$ cat src/rtl/jk_reg_sequencer.sv
// rtl/jk_reg_sequencer.sv - command sequencer driving a WIDTH-bit J-K flip-flop bank
// Optional abort input is enabled by defining JK_SEQ_ABORT_EN.
module jk_reg_sequencer #(
  parameter int WIDTH = 8,
  parameter int CNT_W = 4
) (
  input  logic             clk,
  input  logic             reset,
  input  logic             cmd_valid,
  output logic             cmd_ready,
  input  logic [2:0]       cmd_op,
  input  logic [WIDTH-1:0] cmd_data,
  input  logic [CNT_W-1:0] cmd_count,
`ifdef JK_SEQ_ABORT_EN
  input  logic             abort,
`endif
  output logic [WIDTH-1:0] q,
  output logic             busy,
  output logic             done,
  output logic             wrap
);

  localparam logic [2:0] OP_NOP    = 3'b000;
  localparam logic [2:0] OP_LOAD   = 3'b001;
  localparam logic [2:0] OP_CLEAR  = 3'b010;
  localparam logic [2:0] OP_SET    = 3'b011;
  localparam logic [2:0] OP_TOGGLE = 3'b100;
  localparam logic [2:0] OP_CNT_UP = 3'b101;
  localparam logic [2:0] OP_CNT_DN = 3'b110;
  localparam logic [2:0] OP_SHIFT  = 3'b111;

  localparam logic [WIDTH-1:0] Q_ONE   = {{(WIDTH-1){1'b0}}, 1'b1};
  localparam logic [CNT_W-1:0] CNT_ONE = {{(CNT_W-1){1'b0}}, 1'b1};

  typedef enum logic [1:0] {
    S_IDLE = 2'd0,
    S_RUN  = 2'd1,
    S_DONE = 2'd2
  } state_t;

  state_t           r_state;
  state_t           w_next_state;
  logic [WIDTH-1:0] r_q;
  logic [2:0]       r_op;
  logic             r_sin;
  logic [CNT_W-1:0] r_cnt;
  logic             r_wrap;

  logic             w_accept;
  logic             w_multi;
  logic             w_enter_run;
  logic             w_abort;
  logic             w_step;
  logic             w_step_wrap;
  logic [WIDTH-1:0] w_step_val;
  logic [WIDTH-1:0] w_j;
  logic [WIDTH-1:0] w_k;

`ifdef JK_SEQ_ABORT_EN
  assign w_abort = abort;
`else
  assign w_abort = 1'b0;
`endif

  assign w_accept    = cmd_valid && (r_state == S_IDLE);
  assign w_multi     = (cmd_op == OP_CNT_UP) || (cmd_op == OP_CNT_DN) || (cmd_op == OP_SHIFT);
  assign w_enter_run = w_accept && w_multi && (cmd_count != '0);
  assign w_step      = (r_state == S_RUN) && !w_abort;

  // Next bank value for a count/shift step; the bank itself only sees J/K.
  always_comb begin
    w_step_val = r_q;
    case (r_op)
      OP_CNT_UP: w_step_val = r_q + Q_ONE;
      OP_CNT_DN: w_step_val = r_q - Q_ONE;
      default:   w_step_val = {r_q[WIDTH-2:0], r_sin};
    endcase
  end

  assign w_step_wrap = w_step &&
                       (((r_op == OP_CNT_UP) && (&r_q)) ||
                        ((r_op == OP_CNT_DN) && (r_q == '0)));

  always_comb begin
    w_j = '0;
    w_k = '0;
    if (w_accept && !w_multi) begin
      case (cmd_op)
        OP_LOAD: begin
          w_j = cmd_data;
          w_k = ~cmd_data;
        end
        OP_CLEAR:  w_k = cmd_data;
        OP_SET:    w_j = cmd_data;
        OP_TOGGLE: begin
          w_j = cmd_data;
          w_k = cmd_data;
        end
        default: begin
          w_j = '0;
          w_k = '0;
        end
      endcase
    end else if (w_step) begin
      w_j = w_step_val & ~r_q;
      w_k = ~w_step_val & r_q;
    end
  end

  // J-K bank: 00 hold, 01 clear, 10 set, 11 toggle, applied bitwise.
  always_ff @(posedge clk or posedge reset) begin
    if (reset) begin
      r_q <= '0;
    end else begin
      r_q <= (w_j & ~r_q) | (~w_k & r_q);
    end
  end

  always_comb begin
    w_next_state = r_state;
    case (r_state)
      S_IDLE: begin
        if (w_accept) begin
          w_next_state = w_enter_run ? S_RUN : S_DONE;
        end
      end
      S_RUN: begin
        if (w_abort || (r_cnt == '0)) begin
          w_next_state = S_DONE;
        end
      end
      S_DONE:  w_next_state = S_IDLE;
      default: w_next_state = S_IDLE;
    endcase
  end

  always_ff @(posedge clk or posedge reset) begin
    if (reset) begin
      r_state <= S_IDLE;
    end else begin
      r_state <= w_next_state;
    end
  end

  always_ff @(posedge clk or posedge reset) begin
    if (reset) begin
      r_op   <= OP_NOP;
      r_sin  <= 1'b0;
      r_cnt  <= '0;
      r_wrap <= 1'b0;
    end else begin
      r_wrap <= w_step_wrap;
      if (w_enter_run) begin
        r_op  <= cmd_op;
        r_sin <= cmd_data[0];
        r_cnt <= cmd_count - CNT_ONE;
      end else if (w_step && (r_cnt != '0)) begin
        r_cnt <= r_cnt - CNT_ONE;
      end
    end
  end

  assign q         = r_q;
  assign cmd_ready = (r_state == S_IDLE);
  assign busy      = (r_state == S_RUN);
  assign done      = (r_state == S_DONE);
  assign wrap      = r_wrap;

endmodule
$ cat config.mk
export PLATFORM = sky130hd
export DESIGN_NAME = jk_reg_sequencer
export DESIGN_NICKNAME = d
export VERILOG_FILES = /design/src/rtl/jk_reg_sequencer.sv
export SDC_FILE = /design/constraint.sdc
export NUM_CORES = 1
export LEC_CHECK = 0
export ABC_AREA = 1
export BUFFER_PORTS_ARGS = -buffer_cell sky130_fd_sc_hd__clkbuf_2
export CAP_MARGIN = 20
export CORE_MARGIN = 8
export CORE_UTILIZATION = 25
export CTS_BUF_LIST = sky130_fd_sc_hd__clkbuf_4
export DETAILED_ROUTE_END_ITERATION = 10
export GPL_ROUTABILITY_DRIVEN = 0
export PLACE_DENSITY_LB_ADDON = 0.1
export SYNTH_ARGS = -nofsm -noshare
export SYNTH_HDL_FRONTEND = slang
export SYNTH_SLANG_ARGS = --single-unit
export TNS_END_PERCENT = 10
$ cat constraint.sdc
create_clock -name clk -period 5.2 [get_ports clk]
set_input_delay 0.26 -clock clk [delete_from_list [all_inputs] [get_ports clk]]
set_output_delay 0.26 -clock clk [all_outputs]
set_load 0.01 [all_outputs]
==> flow_summary.ini <==
[detailed_routing]
wl_per_cell_um = 13.8
drtAntennaViolNets = 0
via_per_inst = 4.77
via_count = 1673
routed_wirelength_mm = 4.83
drc = 0
first_pass_iters = 4
first_iter_violations = 41

[floorplanning]
dieArea_um2 = 9400
pin_count = 30
die_x_um = 97.0
core.rowCount = 29
start_util = 0.258
fp.coreArea_um2 = 6350
chipHeight_um = 97.0

[synthesis]
ys_seq_area_frac = 0.290
ys_types = 29
netlist_area_um2 = 1640
synth_seq_cells = 19
yosysWarningCount = 0
synth_area_per_cell_um2 = 6.69
mappedNetlistNets = 271
synthCells = 245

[global_route]
grt_pass1_wl_mm = 8.11
grt_use_total = 0.103
grt_pass1_vias = 1624
antenna_found_initial = 0
overflow = 0
grt_max_degree = 20

[run_status]
outcome = finished, final reports clean

[power_and_ir_drop]
p_clk_frac = 0.070
p_per_area_nw_per_um2 = 596
power_frac_comb = 0.657
p_int_mw = 0.516
switching_share = 0.540
total_power_mw = 1.12
irDropWorstVdd_mv = 0.195
p_switching_mw = 0.607
leakagePower_nw = 0.998
seqPwrFrac = 0.272

[clock_tree]
post_cts_resized = 0
cts_hold_buf = 0
cts_sinks = 19
cts_buffer_depth = 2
cts_made_buffers = 3
cts_tree = yes
clk_latency_ns = 0.30
postCtsSetupRepairBufs = 0
clockRootBuffer = clkbuf_4
h-tree-depth = 1
clkTransAtPathRegs_ns = 0.12

[worst_setup_path]
endpoint_kind = flop
crit_type = reg2reg
cp_data_required_time_ns = 5.40
startpoint_type = flop
critPathMaxFanout = 8
crit_start = r_op[0]
r2r_start = r_op[0]
arrival_ns = 2.37

[flow_run]
maxCapViolations = 0

[placed_design]
portBuffers = 29
hpwl_mm = 3.83

[timing]
period_share = 0.416
fin_skew_ns = 0.00199
max_slew_margin = 0.462
finalSetupTns_ns = 0
period_minus_slack_ns = 2.17
final_hold_viol_count = 0
rsz0062_at_grt = no
fmax_ghz = 0.462
report.final.slew_viol_count = 0
finalSetupViolCount = 0
tightest_slew_ns = 0.805

[final_layout]
layout_common_cells = nand2_1, inv_1, o21ai_0, clkbuf_2, nand3_1
layout_commonest_cell = nand2_1
diodes = 0
syn2layout_area_growth_pct = 14.8
fill_cells = 695
num-nets-final = 301
drive_above_1_share = 0.161

[worst_hold_path]
hp-class = in2async
[stage by stage]
stage	cells	cell area (um^2)	hold slack, ns	setup slack [ns]	util
after floorplan	245	1640	0.211	3.37	-
after global placement	347	1850	0.447	3.00	0.292
after detailed placement	347	1850	0.446	3.00	0.292
after CTS	351	1880	0.0931	2.99	0.296
after global routing	351	1880	0.135	2.84	0.296
final	351	1880	0.0633	3.03	0.296
[power groups by stage]
stage / Combinational, mW / Sequential (mW) / Clock, mW
finish: 0.738 / 0.306 / 0.0789
detailed placement: 0.743 / 0.311 / 0
global route: 0.844 / 0.321 / 0.0908
CTS: 0.749 / 0.308 / 0.0844
global placement: 0.756 / 0.313 / 0
floorplan: 0.546 / 0.294 / 0
[cell usage after synthesis (all sizes together)]
cell | instances | area share
nand3 | 23 | 0.078
buf | 4 | 0.016
nand2 | 59 | 0.14
nor4 | 3 | 0.011
o21a | 1 | 0.0046
nand4 | 2 | 0.0076
or2 | 1 | 0.0038
nor2 | 15 | 0.045
xor2 | 3 | 0.016
o2111ai | 7 | 0.037
o211ai | 3 | 0.014
dfrtp | 19 | 0.29
fa | 1 | 0.012
a31oi | 1 | 0.0038
a21oi | 14 | 0.045
o21ai | 31 | 0.095
nor3 | 3 | 0.0092
ha | 7 | 0.053
nand3b | 3 | 0.014
inv | 45 | 0.10
[path summary, 6_finish.rpt]
kind	slack (ns)	endpoint	cells after the start
min	0.06	q[5]	2
min in group clk	0.23	r_sin	3
max reg2reg	3.03	q[5]	13
max in group asynchronous	4.65	q[1]	2
max	3.03	q[5]	13
min reg2reg	0.50	r_sin	2
[final cells by class]
| cell class | instances | area, um^2 | share of cell area |
|---|---|---|---|
| multi-input cells | 177 | 968 | 0.515 |
| flip-flops and latches | 19 | 475 | 0.253 |
| inverters | 45 | 169 | 0.0898 |
| repair buffers | 29 | 145 | 0.0771 |
| well taps | 77 | 96.3 | 0.0512 |
| clock buffers | 3 | 22.5 | 0.0120 |
| clock inverters | 1 | 5.00 | 0.00266 |
[flip-flops by register name, summed over array words and instances, names as in the netlist]
name     count
q            8
r_cnt        4
r_op         3
r_state      2
r_sin        1
wrap         1
[critical path, cell delays in order (launching register included)]
cell	delay, ns
dfrtp_1	0.40
inv_1	0.08
nand3_1	0.13
inv_1	0.29
ha_1	0.35
a21oi_1	0.19
nand2_1	0.11
nand2_1	0.07
nand2_1	0.05
xor2_1	0.15
nand2_1	0.07
nand2_1	0.06
nand2_1	0.06
nand2_1	0.05
[kinds of logic after synthesis]
logic type / after synthesis / synth area share
xor gates and xnor gates: 3 / 0.0160
adders and majority gates: 8 / 0.0656
buffers and inverters: 49 / 0.119
AOI/OAI and AO/OA: 57 / 0.199
DFF: 19 / 0.290
and+or+nand+nor: 109 / 0.310
[routing by layer]
layer  vias up  GRT usage  wire, um
li1        868          -         -
met1       775      0.130      2330
met2        28      0.175      2320
met3         2     0.0164       145
met4         0     0.0320        40
met5         -          0         0
Note: power is estimated with default switching activity, not from simulation.
